### config.mk
export PLATFORM = sky130hd
export DESIGN_NAME = itof_pipe
export DESIGN_NICKNAME = d
export VERILOG_FILES = /design/src/rtl/fpu_pkg.sv /design/src/rtl/lzc32.sv /design/src/rtl/itof_pipe.sv
export SDC_FILE = /design/constraint.sdc
export NUM_CORES = 1
export LEC_CHECK = 0
export BUFFER_PORTS_ARGS = -buffer_cell sky130_fd_sc_hd__buf_2
export CORE_MARGIN = 2
export CORE_UTILIZATION = 50
export DETAILED_ROUTE_END_ITERATION = 6
export PLACE_DENSITY_LB_ADDON = 0.05
export SLEW_MARGIN = 20
export SYNTH_ARGS = -nofsm -noshare
export SYNTH_HDL_FRONTEND = slang
export SYNTH_HIERARCHICAL = 1
export SYNTH_SLANG_ARGS = --single-unit
### constraint.sdc
create_clock -name clk -period 5.6 [get_ports clk]
set_input_delay 0.84 -clock clk [delete_from_list [all_inputs] [get_ports clk]]
set_output_delay 0.84 -clock clk [all_outputs]
set_load 0.02 [all_outputs]
### src/rtl/fpu_pkg.sv
// +----------------------------------------------------------------------------+
// | Module   : fpu_pkg                                                          |
// | Purpose  : Shared types, constants and datapath helpers for the integer-    |
// |            to-binary32 converter (rounding modes, field widths, the         |
// |            normalise and round/pack steps).                                 |
// | Ports    : none (package)                                                   |
// | Revision : 1.0 - initial release                                            |
// +----------------------------------------------------------------------------+
`default_nettype none

package fpu_pkg;

  // binary32 field layout and exponent bias
  localparam int FLOAT_BIAS = 127;
  localparam int SIGN_W     = 1;
  localparam int EXP_W      = 8;
  localparam int MANT_W     = 23;
  localparam int BIN32_W    = SIGN_W + EXP_W + MANT_W;

  // integer operand width and leading-zero count width
  localparam int INT_W      = 32;
  localparam int LZC_W      = 6;

  typedef enum logic [1:0] {
    RM_RNE = 2'b00,  // round to nearest, ties to even
    RM_RTZ = 2'b01,  // toward zero
    RM_RDN = 2'b10,  // toward -inf
    RM_RUP = 2'b11   // toward +inf
  } rm_e;

  // After sign removal and leading-zero count
  typedef struct packed {
    logic             sign;
    logic [INT_W-1:0] mag;
    logic [LZC_W-1:0] lzc;
    rm_e              rm;
  } abs_t;

  // After normalisation: unrounded mantissa plus rounding bits
  typedef struct packed {
    logic              sign;
    logic              zero;
    logic [EXP_W-1:0]  exp;
    logic [MANT_W-1:0] mant;
    logic              guard;
    logic              sticky;
    rm_e               rm;
  } norm_t;

  // Packed result
  typedef struct packed {
    logic [BIN32_W-1:0] y;
    logic               inexact;
  } res_t;

  // Shift the leading one up to bit 31; the 23 bits below it form the
  // mantissa, the next bit is guard and the rest fold into sticky.
  // A zero magnitude is the only case with no leading one after the shift.
  function automatic norm_t normalise(abs_t a);
    norm_t            n;
    logic [INT_W-1:0] sh;
    sh       = a.mag << a.lzc;
    n.sign   = a.sign;
    n.zero   = ~sh[INT_W-1];
    n.exp    = EXP_W'(FLOAT_BIAS + INT_W - 1 - int'(a.lzc));
    n.mant   = sh[INT_W-2 -: MANT_W];
    n.guard  = sh[INT_W-2-MANT_W];
    n.sticky = |sh[INT_W-3-MANT_W:0];
    n.rm     = a.rm;
    return n;
  endfunction

  // Apply the rounding decision; a mantissa carry-out bumps the exponent and
  // leaves the mantissa field at zero. The exponent tops out at 159, so no
  // overflow path is needed.
  function automatic res_t round_pack(norm_t n);
    res_t              r;
    logic              up;
    logic [MANT_W:0]   sum;
    logic [EXP_W-1:0]  e;
    r.inexact = n.guard | n.sticky;
    up        = 1'b0;
    case (n.rm)
      RM_RNE:  up = n.guard & (n.sticky | n.mant[0]);
      RM_RTZ:  up = 1'b0;
      RM_RDN:  up = r.inexact & n.sign;
      RM_RUP:  up = r.inexact & ~n.sign;
      default: up = 1'b0;
    endcase
    sum = {1'b0, n.mant} + {{MANT_W{1'b0}}, up};
    e   = n.exp + {{(EXP_W-1){1'b0}}, sum[MANT_W]};
    r.y = n.zero ? '0 : {n.sign, e, sum[MANT_W-1:0]};
    return r;
  endfunction

endpackage

`default_nettype wire

### src/rtl/lzc32.sv
// +----------------------------------------------------------------------------+
// | Module   : lzc32                                                            |
// | Purpose  : Combinational 32-bit leading-zero counter.                       |
// | Ports    : a_i   [31:0] in  - value to scan                                 |
// |            cnt_o [5:0]  out - number of leading zeros (32 when a_i == 0)    |
// | Revision : 1.0 - initial release                                            |
// +----------------------------------------------------------------------------+
`default_nettype none

module lzc32 (
  input  logic [31:0] a_i,
  output logic [5:0]  cnt_o
);

  // Scan upward; the highest set bit is the last one to write the count.
  always_comb begin
    cnt_o = 6'd32;
    for (int i = 0; i < 32; i++) begin
      if (a_i[i]) begin
        cnt_o = 6'(31 - i);
      end
    end
  end

endmodule

`default_nettype wire

### src/rtl/itof_pipe.sv
// +----------------------------------------------------------------------------+
// | Module   : itof_pipe                                                        |
// | Purpose  : Pipelined 32-bit integer (signed/unsigned) to IEEE-754 binary32  |
// |            converter with four rounding modes and a valid/ready stream on   |
// |            both sides. NSTAGE (1..3) register stages, no skid storage.      |
// | Ports    : clk, rstn            - clock, async active-low reset             |
// |            in_valid/in_ready    - input handshake                           |
// |            x, is_unsigned, rm   - operand, signedness, rounding mode        |
// |            in_tag / out_tag     - sideband tag carried with the operand     |
// |            out_valid/out_ready  - output handshake                          |
// |            y, inexact           - binary32 result and inexact flag          |
// | Revision : 1.0 - initial release                                            |
// +----------------------------------------------------------------------------+
`default_nettype none

module itof_pipe
  import fpu_pkg::*;
#(
  parameter int NSTAGE = 2,
  parameter int TAGW   = 4
) (
  input  logic            clk,
  input  logic            rstn,
  input  logic            in_valid,
  output logic            in_ready,
  input  logic [31:0]     x,
  input  logic            is_unsigned,
  input  logic [1:0]      rm,
  input  logic [TAGW-1:0] in_tag,
  output logic            out_valid,
  input  logic            out_ready,
  output logic [31:0]     y,
  output logic            inexact,
  output logic [TAGW-1:0] out_tag
);

  // --------------------------------------------------------------------------
  // Front end: sign removal and leading-zero count on the incoming operand
  // --------------------------------------------------------------------------
  logic        in_sign;
  logic [31:0] in_mag;
  logic [5:0]  in_lzc;
  abs_t        s0_d;

  assign in_sign = ~is_unsigned & x[31];
  // Two's-complement negate; 0x80000000 maps onto itself, i.e. 2^31.
  assign in_mag  = in_sign ? (~x + 32'd1) : x;

  lzc32 u_lzc (
    .a_i   (in_mag),
    .cnt_o (in_lzc)
  );

  assign s0_d = '{sign: in_sign, mag: in_mag, lzc: in_lzc, rm: rm_e'(rm)};

  // --------------------------------------------------------------------------
  // Stage control: one valid bit and tag per stage
  // --------------------------------------------------------------------------
  logic [NSTAGE-1:0] stage_valid;
  logic [NSTAGE-1:0] stage_load;
  logic [TAGW-1:0]   stage_tag [NSTAGE];

  for (genvar k = 0; k < NSTAGE; k++) begin : g_stage
    logic            valid_q;
    logic [TAGW-1:0] tag_q;
    logic            src_valid;
    logic [TAGW-1:0] src_tag;

    if (k == 0) begin : g_head
      assign src_valid = in_valid;
      assign src_tag   = in_tag;
    end else begin : g_body
      assign src_valid = stage_valid[k-1];
      assign src_tag   = stage_tag[k-1];
    end

    // A stage may load unless it and every stage after it are full while the
    // consumer is stalled. Written as a reduction rather than a ripple so the
    // enables depend on registers and out_ready only.
    assign stage_load[k] = out_ready | ~(&stage_valid[NSTAGE-1:k]);

    always_ff @(posedge clk or negedge rstn) begin
      if (!rstn) begin
        valid_q <= 1'b0;
        tag_q   <= '0;
      end else if (stage_load[k]) begin
        valid_q <= src_valid;
        if (src_valid) begin
          tag_q <= src_tag;
        end
      end
    end

    assign stage_valid[k] = valid_q;
    assign stage_tag[k]   = tag_q;
  end

  // --------------------------------------------------------------------------
  // Datapath registers; placement of the cut points depends on NSTAGE.
  // Data registers only load when a valid operand enters them so that the
  // held result never changes while stalled.
  // --------------------------------------------------------------------------
  res_t res_q;

  if (NSTAGE == 1) begin : g_ns1
    always_ff @(posedge clk or negedge rstn) begin
      if (!rstn) begin
        res_q <= '0;
      end else if (stage_load[0] && in_valid) begin
        res_q <= round_pack(normalise(s0_d));
      end
    end
  end else if (NSTAGE == 2) begin : g_ns2
    abs_t s1_q;
    always_ff @(posedge clk or negedge rstn) begin
      if (!rstn) begin
        s1_q  <= '0;
        res_q <= '0;
      end else begin
        if (stage_load[0] && in_valid) begin
          s1_q <= s0_d;
        end
        if (stage_load[1] && stage_valid[0]) begin
          res_q <= round_pack(normalise(s1_q));
        end
      end
    end
  end else begin : g_ns3
    abs_t  s1_q;
    norm_t s2_q;
    always_ff @(posedge clk or negedge rstn) begin
      if (!rstn) begin
        s1_q  <= '0;
        s2_q  <= '0;
        res_q <= '0;
      end else begin
        if (stage_load[0] && in_valid) begin
          s1_q <= s0_d;
        end
        if (stage_load[1] && stage_valid[0]) begin
          s2_q <= normalise(s1_q);
        end
        if (stage_load[2] && stage_valid[1]) begin
          res_q <= round_pack(s2_q);
        end
      end
    end
  end

  // --------------------------------------------------------------------------
  // Outputs
  // --------------------------------------------------------------------------
  assign in_ready  = stage_load[0];
  assign out_valid = stage_valid[NSTAGE-1];
  assign out_tag   = stage_tag[NSTAGE-1];
  assign y         = res_q.y;
  assign inexact   = res_q.inexact;

endmodule

`default_nettype wire

==> results.json, run 1 <==
{
  "status": "complete, no violations",
  "avgSynthCellArea_um2": 9.90,
  "via_per_inst": 6.34,
  "placed_area_mm2": 0.00766,
  "synth_adder_area_share_pct": 0.871,
  "clk_pin_slew_worst_paths_ps": 60,
  "vias": 6153,
  "final_cell_count_no_fill": 971,
  "synthSimpleGateAreaFrac_pct": 19.0,
  "slew_headroom_pct": 30.2,
  "hold_viol": 0,
  "finalNetCount": 834,
  "port_buffers": 81,
  "cts_htree_levels": 3,
  "drc": 0,
  "final_antenna_net_count": 0,
  "die-area_mm2": 0.0153,
  "yosys-mux-area-fraction_pct": 27.9,
  "dp_cells": 955,
  "syn-num-nets": 774,
  "crit_type": "register to register",
  "finalCritPeriodShare_pct": 76.8,
  "arrival_ps": 4590,
  "cts_setup_buffers": 0,
  "ys_warn_count": 6,
  "async_flop_share_pct": 100,
  "max_freq_ghz": 0.232,
  "routabilityCongestion": 0.903,
  "end_kind": "register",
  "grt-ovfl-total": 0,
  "yosysUniqueCellTypes": 74,
  "grt_max_degree": 48,
  "synth-seq-cells": 84,
  "crit_buf_inv": 0,
  "cts_buffers": 9,
  "finalSetupTns_ps": 0,
  "cts_tree": "done",
  "dr.pass1.iters": 5,
  "cpMostUsedCell": "mux2i_1",
  "final_layout_size_suffix_gt1_share_pct": 25.5,
  "start_util_pct": 51.6,
  "grtUsageTotal_pct": 27.6,
  "grt_setup_unrepaired": "false",
  "p_per_area_mw_per_mm2": 383,
  "cts_hold_buf": 0,
  "cp-start-kind": "register",
  "diodes": 0,
  "cts_resized": 0,
  "grt_antenna_before_repair": 0,
  "io_pins": 82,
  "rows": 43,
  "cp.required_ps": 5880,
  "vdd_ir_drop_max_mv": 0.167,
  "grt_pass1_vias": 5908,
  "drt_iter0_markers": 505,
  "hold_path_class": "register to register",
  "synth-seq-area-share_pct": 29.3,
  "setup_viol_count_final": 0,
  "crit_slowest_cell": "dfrtp_2",
  "crit_family": "simple AND/OR/NAND/NOR gates",
  "cts_root_buf": "clkbuf_16",
  "syn_to_final_growth_pct": 10.9,
  "worst_pin_slew_ps": 1040,
  "cts_sinks": 84,
  "synth_edf_count": 0,
  "slew_viol_final": 0,
  "syn_inst": 726,
  "routed_wl_um": 20100,
  "critPathMaxFanout": 37,
  "place_hpwl_um": 15600,
  "ys.flop_type": "dfrtp_1",
  "cpPeakStageDelay_ps": 960,
  "cts_buffer_depth": 2,
  "finalClockSkew_ps": 9.49,
  "finalCriticalPeriod_ps": 4300,
  "final_cell_area_mm2": 0.00797,
  "crit_chain": "mux2i_1, mux2i_1, o31ai_1, a41oi_1, a21oi_1, nor3_1, ha_1, nor3b_1, nand4b_1, or4b_1, or4_1, nand3_1",
  "drt-wirelength-per-cell_um": 20.7,
  "clkLatencyLatePin_ps": 350,
  "synth_top_family_by_area": "multiplexers",
  "max_cap_viol_count": 0,
  "synth-xor-area-share_pct": 5.12,
  "syn_area_mm2": 0.00719,
  "synth_compound_area_share_pct": 13.7,
  "grt_pass1_wl_um": 32000,
  "die_h_um": 124,
  "die_w_um": 124,
  "coreArea_mm2": 0.0139,
  "p_leak_nw": 3.39
}
-- tightest hold or removal path, stage by stage (launching register included) --
cell and delay, ps:
dfrtp_1 340, nand2_1 50, o21ai_0 60
-- through the flow --
stage                     util, %  setup WS [ps]  power [mW]  hold WS [ps]
after global placement       55.0           1220        2.42           459
final                        57.2           1300        3.05           473
after global routing         57.2            900        3.25           497
after CTS                    57.2           1260        3.06           482
after detailed placement     55.0           1100        2.44           466
after floorplan                 -           1920        2.01           457
-- synth_stat cells, types with 17 or more instances --
cell	n	area share [%]
dfrtp_1	84	29
nand2_1	77	4.0
mux2_2	58	9.1
nor2_1	47	2.5
mux2i_1	32	4.5
o21ai_0	31	2.2
a21oi_1	25	1.7
xor2_1	25	3.0
nor3_1	24	1.7
clkbuf_1	22	1.1
mux4_1	22	8.0
mux4_2	20	6.3
nand3_1	17	1.2
nor4_1	17	1.5
xnor2_1	17	2.1
-- sequential cells by signal, indices dropped and copies added (netlist names) --
register / count
g_stage.valid_q: 1
g_ns2.s1_q: 41
inexact: 1
out_valid: 1
out_tag: 4
y: 32
g_stage.tag_q: 4
-- power breakdown --
group	switching (mW)	total, mW	internal, mW
Combinational	0.839	1.50	0.663
Clock	0.259	0.612	0.353
Sequential	0.179	0.940	0.762
Total	1.28	3.05	1.78
-- worst paths after layout --
path                          startpoint             to  slack (ps)  cells past startpoint
min                              inexact        inexact         470                      2
min in group asynchronous           rstn      out_valid         480                      1
max reg2reg                g_ns2.s1_q[2]          y[13]        1300                     12
min reg2reg                      inexact        inexact         470                      2
max                        g_ns2.s1_q[2]          y[13]        1300                     12
max in group asynchronous           rstn  g_ns2.s1_q[2]        4130                      2
-- logic make-up after synthesis --
| kind of cell | count (synthesis) |
|---|---|
| AOI/OAI and AO/OA | 142 |
| xor gates and xnor gates | 42 |
| adders and majority gates | 5 |
| buffers and inverters | 58 |
| DFF | 84 |
| muxes | 132 |
| and+or+nand+nor | 263 |
-- cell type report --
cell class / count / area (um2)
inverter: 15 / 56.3
sequential: 84 / 2100
fill: 1278 / 5970
timing repair buffer: 92 / 490
clock buffer: 9 / 225
tap: 180 / 225
multi-input combinational: 584 / 4790
clock inverter: 7 / 81.3
-- per-layer routing --
| metal | track usage, % | vias up | wire [um] |
|---|---|---|---|
| met5 | 0 | - | 0 |
| met4 | 15.0 | 0 | 915 |
| met3 | 2.75 | 43 | 891 |
| met2 | 45.2 | 198 | 9660 |
| met1 | 35.9 | 2989 | 8670 |
| li1 | - | 2923 | - |
-- placed cells by master, fill, tap and decap left out, drive strengths merged, types with 10 or more instances in the layout --
cell | netlist | final
or3 | 12 | 12
xor2 | 25 | 25
a21oi | 25 | 25
dfrtp | 84 | 84
nand2 | 77 | 77
xnor2 | 17 | 17
mux2i | 32 | 32
or4 | 10 | 10
mux2 | 58 | 58
mux4 | 42 | 42
o31ai | 13 | 13
nor4 | 18 | 18
nor3 | 24 | 24
nand3 | 17 | 17
inv | 15 | 19
nand2b | 12 | 12
nor2 | 47 | 47
o21ai | 32 | 32
buf | 21 | 92
(Power assumes the default switching activity.)
==> run 2: changes to the inputs <==
==> constraint.sdc (replaced) <==
create_clock -name clk -period 4.39 [get_ports clk]
set_input_delay 0.6585 -clock clk [delete_from_list [all_inputs] [get_ports clk]]
set_output_delay 0.6585 -clock clk [all_outputs]
set_load 0.02 [all_outputs]
==> run 2 against run 1 <==
Net effect: first-iteration DRC count increased by 1.4%; largest cell class unchanged; count of clock-buffer cells in the layout up 2; global-route usage down 0.44 points; final cell count grew 1.2%; combinational power up 29%; critical path type unchanged; non-clock buffer count increased by 12; wire length shrank 0.90%; die area unchanged; utilization grew 0.58 points; power is 27% higher; maximum frequency is 11% higher.
==> results.json, run 2 (synthesis gave the netlist of run 1 again) <==
{
  "cp.required_ps": 4570,
  "cp-start-kind": "register",
  "finalCriticalPeriod_ps": 3880,
  "routed_wl_um": 20000,
  "via_per_inst": 6.33,
  "crit_type": "register to register",
  "max_freq_ghz": 0.257,
  "routabilityCongestion": 0.936,
  "p_per_area_mw_per_mm2": 481,
  "start_util_pct": 51.6,
  "combPwrFrac_pct": 50.2,
  "grt_max_degree": 85,
  "die-area_mm2": 0.0153,
  "cts_buffer_depth": 2,
  "cts_sinks": 84,
  "hold_viol": 0,
  "syn_to_final_growth_pct": 12.0,
  "cts_tree": "done",
  "drt-wirelength-per-cell_um": 20.3,
  "finalClockSkew_ps": 9.13,
  "arrival_ps": 4060,
  "clk_pin_slew_worst_paths_ps": 70,
  "largest-register": "g_ns2.s1_q",
  "hold_path_class": "primary input to async pin",
  "clkLatencyLatePin_ps": 350,
  "cts_hold_buf": 0,
  "p_seq_share_pct": 30.5,
  "dr.pass1.iters": 5,
  "final_layout_size_suffix_gt1_share_pct": 26.7,
  "grt-ovfl-total": 0,
  "cts_root_buf": "clkbuf_16",
  "final_cell_mix": "83 x dfrtp_1, 80 x buf_2, 76 x nand2_1, 58 x mux2_2, 47 x nor2_1",
  "grtUsageTotal_pct": 27.1,
  "setup_viol_count_final": 0,
  "end_kind": "register",
  "crit_family": "multiplexers",
  "cts_setup_buffers": 0,
  "crit_buf_inv": 1,
  "worst_pin_slew_ps": 1090,
  "rows": 43,
  "final_antenna_net_count": 0,
  "slew_headroom_pct": 27.1,
  "crit_chain": "buf_4, mux4_1, mux2_2, a222oi_1, a21o_1, or3_4, nor4_1, nand3_1, ha_1, nand2_1, nor3_1, xor2_1, o21ai_0",
  "vdd_ir_drop_max_mv": 0.191,
  "drt_iter0_markers": 512,
  "vias": 6224,
  "status": "complete, no violations",
  "max_cap_viol_count": 0,
  "intPower_mw": 2.25,
  "placed_area_mm2": 0.00775,
  "final_cell_area_mm2": 0.00805,
  "mostFrequentLayoutCell": "dfrtp_1",
  "io_pins": 82,
  "p_leak_nw": 3.43,
  "grt_pass1_vias": 5965,
  "cts_resized": 0,
  "crit_slowest_cell": "mux4_1",
  "finalNetCount": 846,
  "die_w_um": 124,
  "die_h_um": 124,
  "largest_register_ffs": 41,
  "cts_htree_levels": 3,
  "finalCritPeriodShare_pct": 88.5,
  "grt_pass1_wl_um": 31700,
  "diodes": 0,
  "cts_buffers": 9,
  "finalSetupTns_ps": 0,
  "slew_viol_final": 0,
  "switchingPower_mw": 1.62,
  "grt_setup_unrepaired": "false",
  "grt_antenna_before_repair": 0,
  "drc": 0,
  "port_buffers": 81,
  "critPathMaxFanout": 22,
  "whs_ps": 308,
  "sw_frac_of_total_pct": 41.8,
  "fin_util_pct": 57.8,
  "place_hpwl_um": 15700,
  "coreArea_mm2": 0.0139,
  "power_frac_clock_pct": 19.3,
  "cpPeakStageDelay_ps": 650
}
-- run 2: changes by cell type in the layout (fill, tap and decap cells not counted), sizes merged --
cell	change
buf	+12
clkbuf	+2
clkinv	-2
clkinvlp	+2
bufinv	-1
inv	-1
-- run 2: final timing paths --
check	start	end	slack, ps	cells past startpoint
worst max register to register	g_ns2.s1_q[2]	y[27]	510	13
worst min-delay path	rstn	y[8]	310	1
min in group clk	y[11]	y[11]	470	2
worst min register to register	y[11]	y[11]	470	2
max in group asynchronous	rstn	g_ns2.s1_q[2]	3480	1
worst max-delay path	g_ns2.s1_q[2]	y[27]	510	13
-- run 2: power groups by stage --
stage / clock, mW / sequential [mW] / combinational [mW]
floorplan: 0 / 1.27 / 1.30
global placement: 0 / 1.18 / 1.92
detailed placement: 0 / 1.20 / 1.93
CTS: 0.759 / 1.18 / 1.94
global route: 0.802 / 1.22 / 2.11
finish: 0.747 / 1.18 / 1.94
-- run 2: area by class of cell --
class	instances	area, um2
Fill cell	1228	5890
Inverter	15	56.3
Clock buffer	11	253
Tap cell	180	225
Clock inverter	5	41.3
Sequential cell	84	2100
Multi-Input combinational cell	584	4790
Timing Repair Buffer	104	584
-- run 2: per-stage QoR --
| stage | total power [mW] | std cells | worst slack, ps |
|---|---|---|---|
| 2_1_floorplan | 2.57 | 726 | 715 |
| 3_3_place_gp | 3.10 | 967 | 397 |
| 3_5_place_dp | 3.13 | 967 | 229 |
| 4_1_cts | 3.88 | 983 | 567 |
| 5_1_grt | 4.13 | 983 | 134 |
| 6_report | 3.87 | 983 | 505 |
-- run 2: metal layers --
layer / routed length [um] / share of wire [%] / GRT usage [%]
met5: 0 / 0 / 0
met4: 768 / 3.8 / 11.9
met3: 861 / 4.3 / 4.21
met2: 9690 / 49 / 45.9
met1: 8630 / 43 / 34.3
==> run 3: changes to the inputs <==
--- a/config.mk
+++ b/config.mk
@@ -6,9 +6,11 @@
 export NUM_CORES = 1
 export LEC_CHECK = 0
 export BUFFER_PORTS_ARGS = -buffer_cell sky130_fd_sc_hd__buf_2
+export CAP_MARGIN = 20
 export CORE_MARGIN = 2
 export CORE_UTILIZATION = 50
 export DETAILED_ROUTE_END_ITERATION = 6
+export GPL_ROUTABILITY_DRIVEN = 1
 export PLACE_DENSITY_LB_ADDON = 0.05
 export SLEW_MARGIN = 20
 export SYNTH_ARGS = -nofsm -noshare
==> constraint.sdc (replaced) <==
create_clock -name clk -period 4.16 [get_ports clk]
set_input_delay 0.624 -clock clk [delete_from_list [all_inputs] [get_ports clk]]
set_output_delay 0.624 -clock clk [all_outputs]
set_load 0.02 [all_outputs]
==> run 3 against run 2 <==
Net effect: global-route usage rose by 1.0 points; die area did not move; first-iteration DRC count fell by 12%; via count rose by 1.2%; wire length rose by 2.5%; sequential share of layout area fell by 0.18 points; critical path type unchanged.
==> results.json, run 3 (synthesis gave the netlist of run 1 again) <==
{
  "status": "complete, no violations",
  "grt_setup_unrepaired": "false",
  "slew_headroom_pct": 40.5,
  "finalCritPeriodShare_pct": 90.2,
  "routabilityCongestion": 0.913,
  "start_util_pct": 51.6,
  "grt_pass1_vias": 6025,
  "io_pins": 82,
  "cts_sinks": 84,
  "max_freq_ghz": 0.266,
  "crit_slowest_cell": "dfrtp_2",
  "clk_pin_slew_worst_paths_ps": 60,
  "cts_hold_buf": 0,
  "slew_viol_final": 0,
  "cpMostUsedCell": "nor3_1",
  "crit_type": "register to register",
  "grt_max_degree": 85,
  "hold_viol": 0,
  "final_layout_size_suffix_gt1_share_pct": 27.2,
  "final_antenna_net_count": 0,
  "die_w_um": 124,
  "worst_pin_slew_ps": 891,
  "cts_buffer_depth": 2,
  "die-area_mm2": 0.0153,
  "end_kind": "register",
  "drt-wirelength-per-cell_um": 20.7,
  "critPathMaxFanout": 10,
  "crit_chain": "buf_4, mux2i_1, mux2i_1, o31ai_1, a41oi_1, a21oi_1, nor3_1, ha_1, nor3b_2, nand4_1, nor3_1, nand3_1, ha_1, nand2_1, nor3_1, xor2_1, o21ai_0",
  "finalSetupTns_ps": 0,
  "dr.pass1.iters": 5,
  "setup_viol_count_final": 0,
  "hold_path_class": "primary input to async pin",
  "port_buffers": 81,
  "drt_iter0_markers": 451,
  "crit_buf_inv": 1,
  "finalCriticalPeriod_ps": 3750,
  "cp.required_ps": 4390,
  "final_cell_mix": "83 x dfrtp_1, 80 x buf_2, 76 x nand2_1, 58 x mux2_2, 47 x nor2_1",
  "max_cap_viol_count": 0,
  "largest_register_ffs": 41,
  "finalNetCount": 851,
  "crit_family": "simple AND/OR/NAND/NOR gates",
  "syn_to_final_growth_pct": 12.8,
  "cts_root_buf": "clkbuf_16",
  "grt_pass1_wl_um": 32700,
  "grt_antenna_before_repair": 0,
  "grtUsageTotal_pct": 28.1,
  "drc": 0,
  "cpPeakStageDelay_ps": 510,
  "setup_slack_ps": 408,
  "rows": 43,
  "cts_tree": "done",
  "place_ws_ps": 292,
  "vias": 6296,
  "vdd_ir_drop_max_mv": 0.232,
  "diodes": 0,
  "grt-ovfl-total": 0,
  "cts_htree_levels": 3,
  "mostFrequentLayoutCell": "dfrtp_1",
  "p_leak_nw": 3.46,
  "arrival_ps": 3980,
  "largest-register": "g_ns2.s1_q",
  "place_hpwl_um": 15800,
  "coreArea_mm2": 0.0139,
  "via_per_inst": 6.37,
  "final_cell_count_no_fill": 988,
  "routed_wl_um": 20400,
  "die_h_um": 124,
  "whs_ps": 284,
  "dp_cells": 971,
  "clkLatencyLatePin_ps": 350,
  "cts_buffers": 9,
  "cp-start-kind": "register",
  "finalClockSkew_ps": 8.21,
  "p_per_area_mw_per_mm2": 503
}
==> run 3: path summary, 6_finish.rpt <==
kind	endpoint	from	cells after the start	slack [ps]
max	y[27]	g_ns2.s1_q[2]	17	410
min	y[4]	rstn	1	280
max reg2reg	y[27]	g_ns2.s1_q[2]	17	410
min reg2reg	y[9]	y[9]	2	470
max in group asynchronous	g_ns2.s1_q[2]	rstn	1	3270
min in group clk	y[9]	y[9]	2	470
==> run 3: cell type report <==
type	count	area, um2
flip-flops and latches	84	2100
well taps	180	225
multi-input cells	584	4790
inverters	15	56.3
fillers	1234	5830
clock buffers	9	225
repair buffers	109	647
clock inverters	7	57.6
==> run 3: through the flow <==
| stage | utilization (%) | instance area (um2) | power (mW) |
|---|---|---|---|
| 2_1_floorplan | - | 7190 | 2.71 |
| 3_3_place_gp | 55.9 | 7790 | 3.28 |
| 6_report | 58.2 | 8110 | 4.07 |
| 3_5_place_dp | 55.9 | 7790 | 3.31 |
| 5_1_grt | 58.2 | 8110 | 4.34 |
| 4_1_cts | 58.0 | 8080 | 4.08 |
==> run 3: where the power goes <==
part / total (mW) / switching, mW / internal, mW
Clock: 0.764 / 0.351 / 0.412
Combinational: 2.07 / 1.16 / 0.913
Sequential: 1.24 / 0.212 / 1.03
==> run 3: worst register-to-register path, cell delays in order, from the launching register on <==
cell,delay [ps]
dfrtp_2,510
buf_4,240
mux2i_1,390
mux2i_1,220
o31ai_1,380
a41oi_1,190
a21oi_1,160
nor3_1,70
ha_1,210
nor3b_2,170
nand4_1,120
nor3_1,70
nand3_1,150
ha_1,150
nand2_1,80
nor3_1,260
xor2_1,180
o21ai_0,90
==> run 3: routing by layer <==
metal  vias to the layer above  wire length [um]  global-route usage (%)
met1                      3078              8940                    37.1
met5                         -                 0                       0
met4                         0               719                    13.1
met2                       221              9910                    46.6
met3                        42               873                    2.84
li1                       2955                 -                       -
==> run 3: what timing repair did <==
item                       in CTS  in global routing
setup buffers                   0                  0
setup endpoints to repair       0                  2
hold endpoints to repair        0                  0
gates resized for setup         0                  1
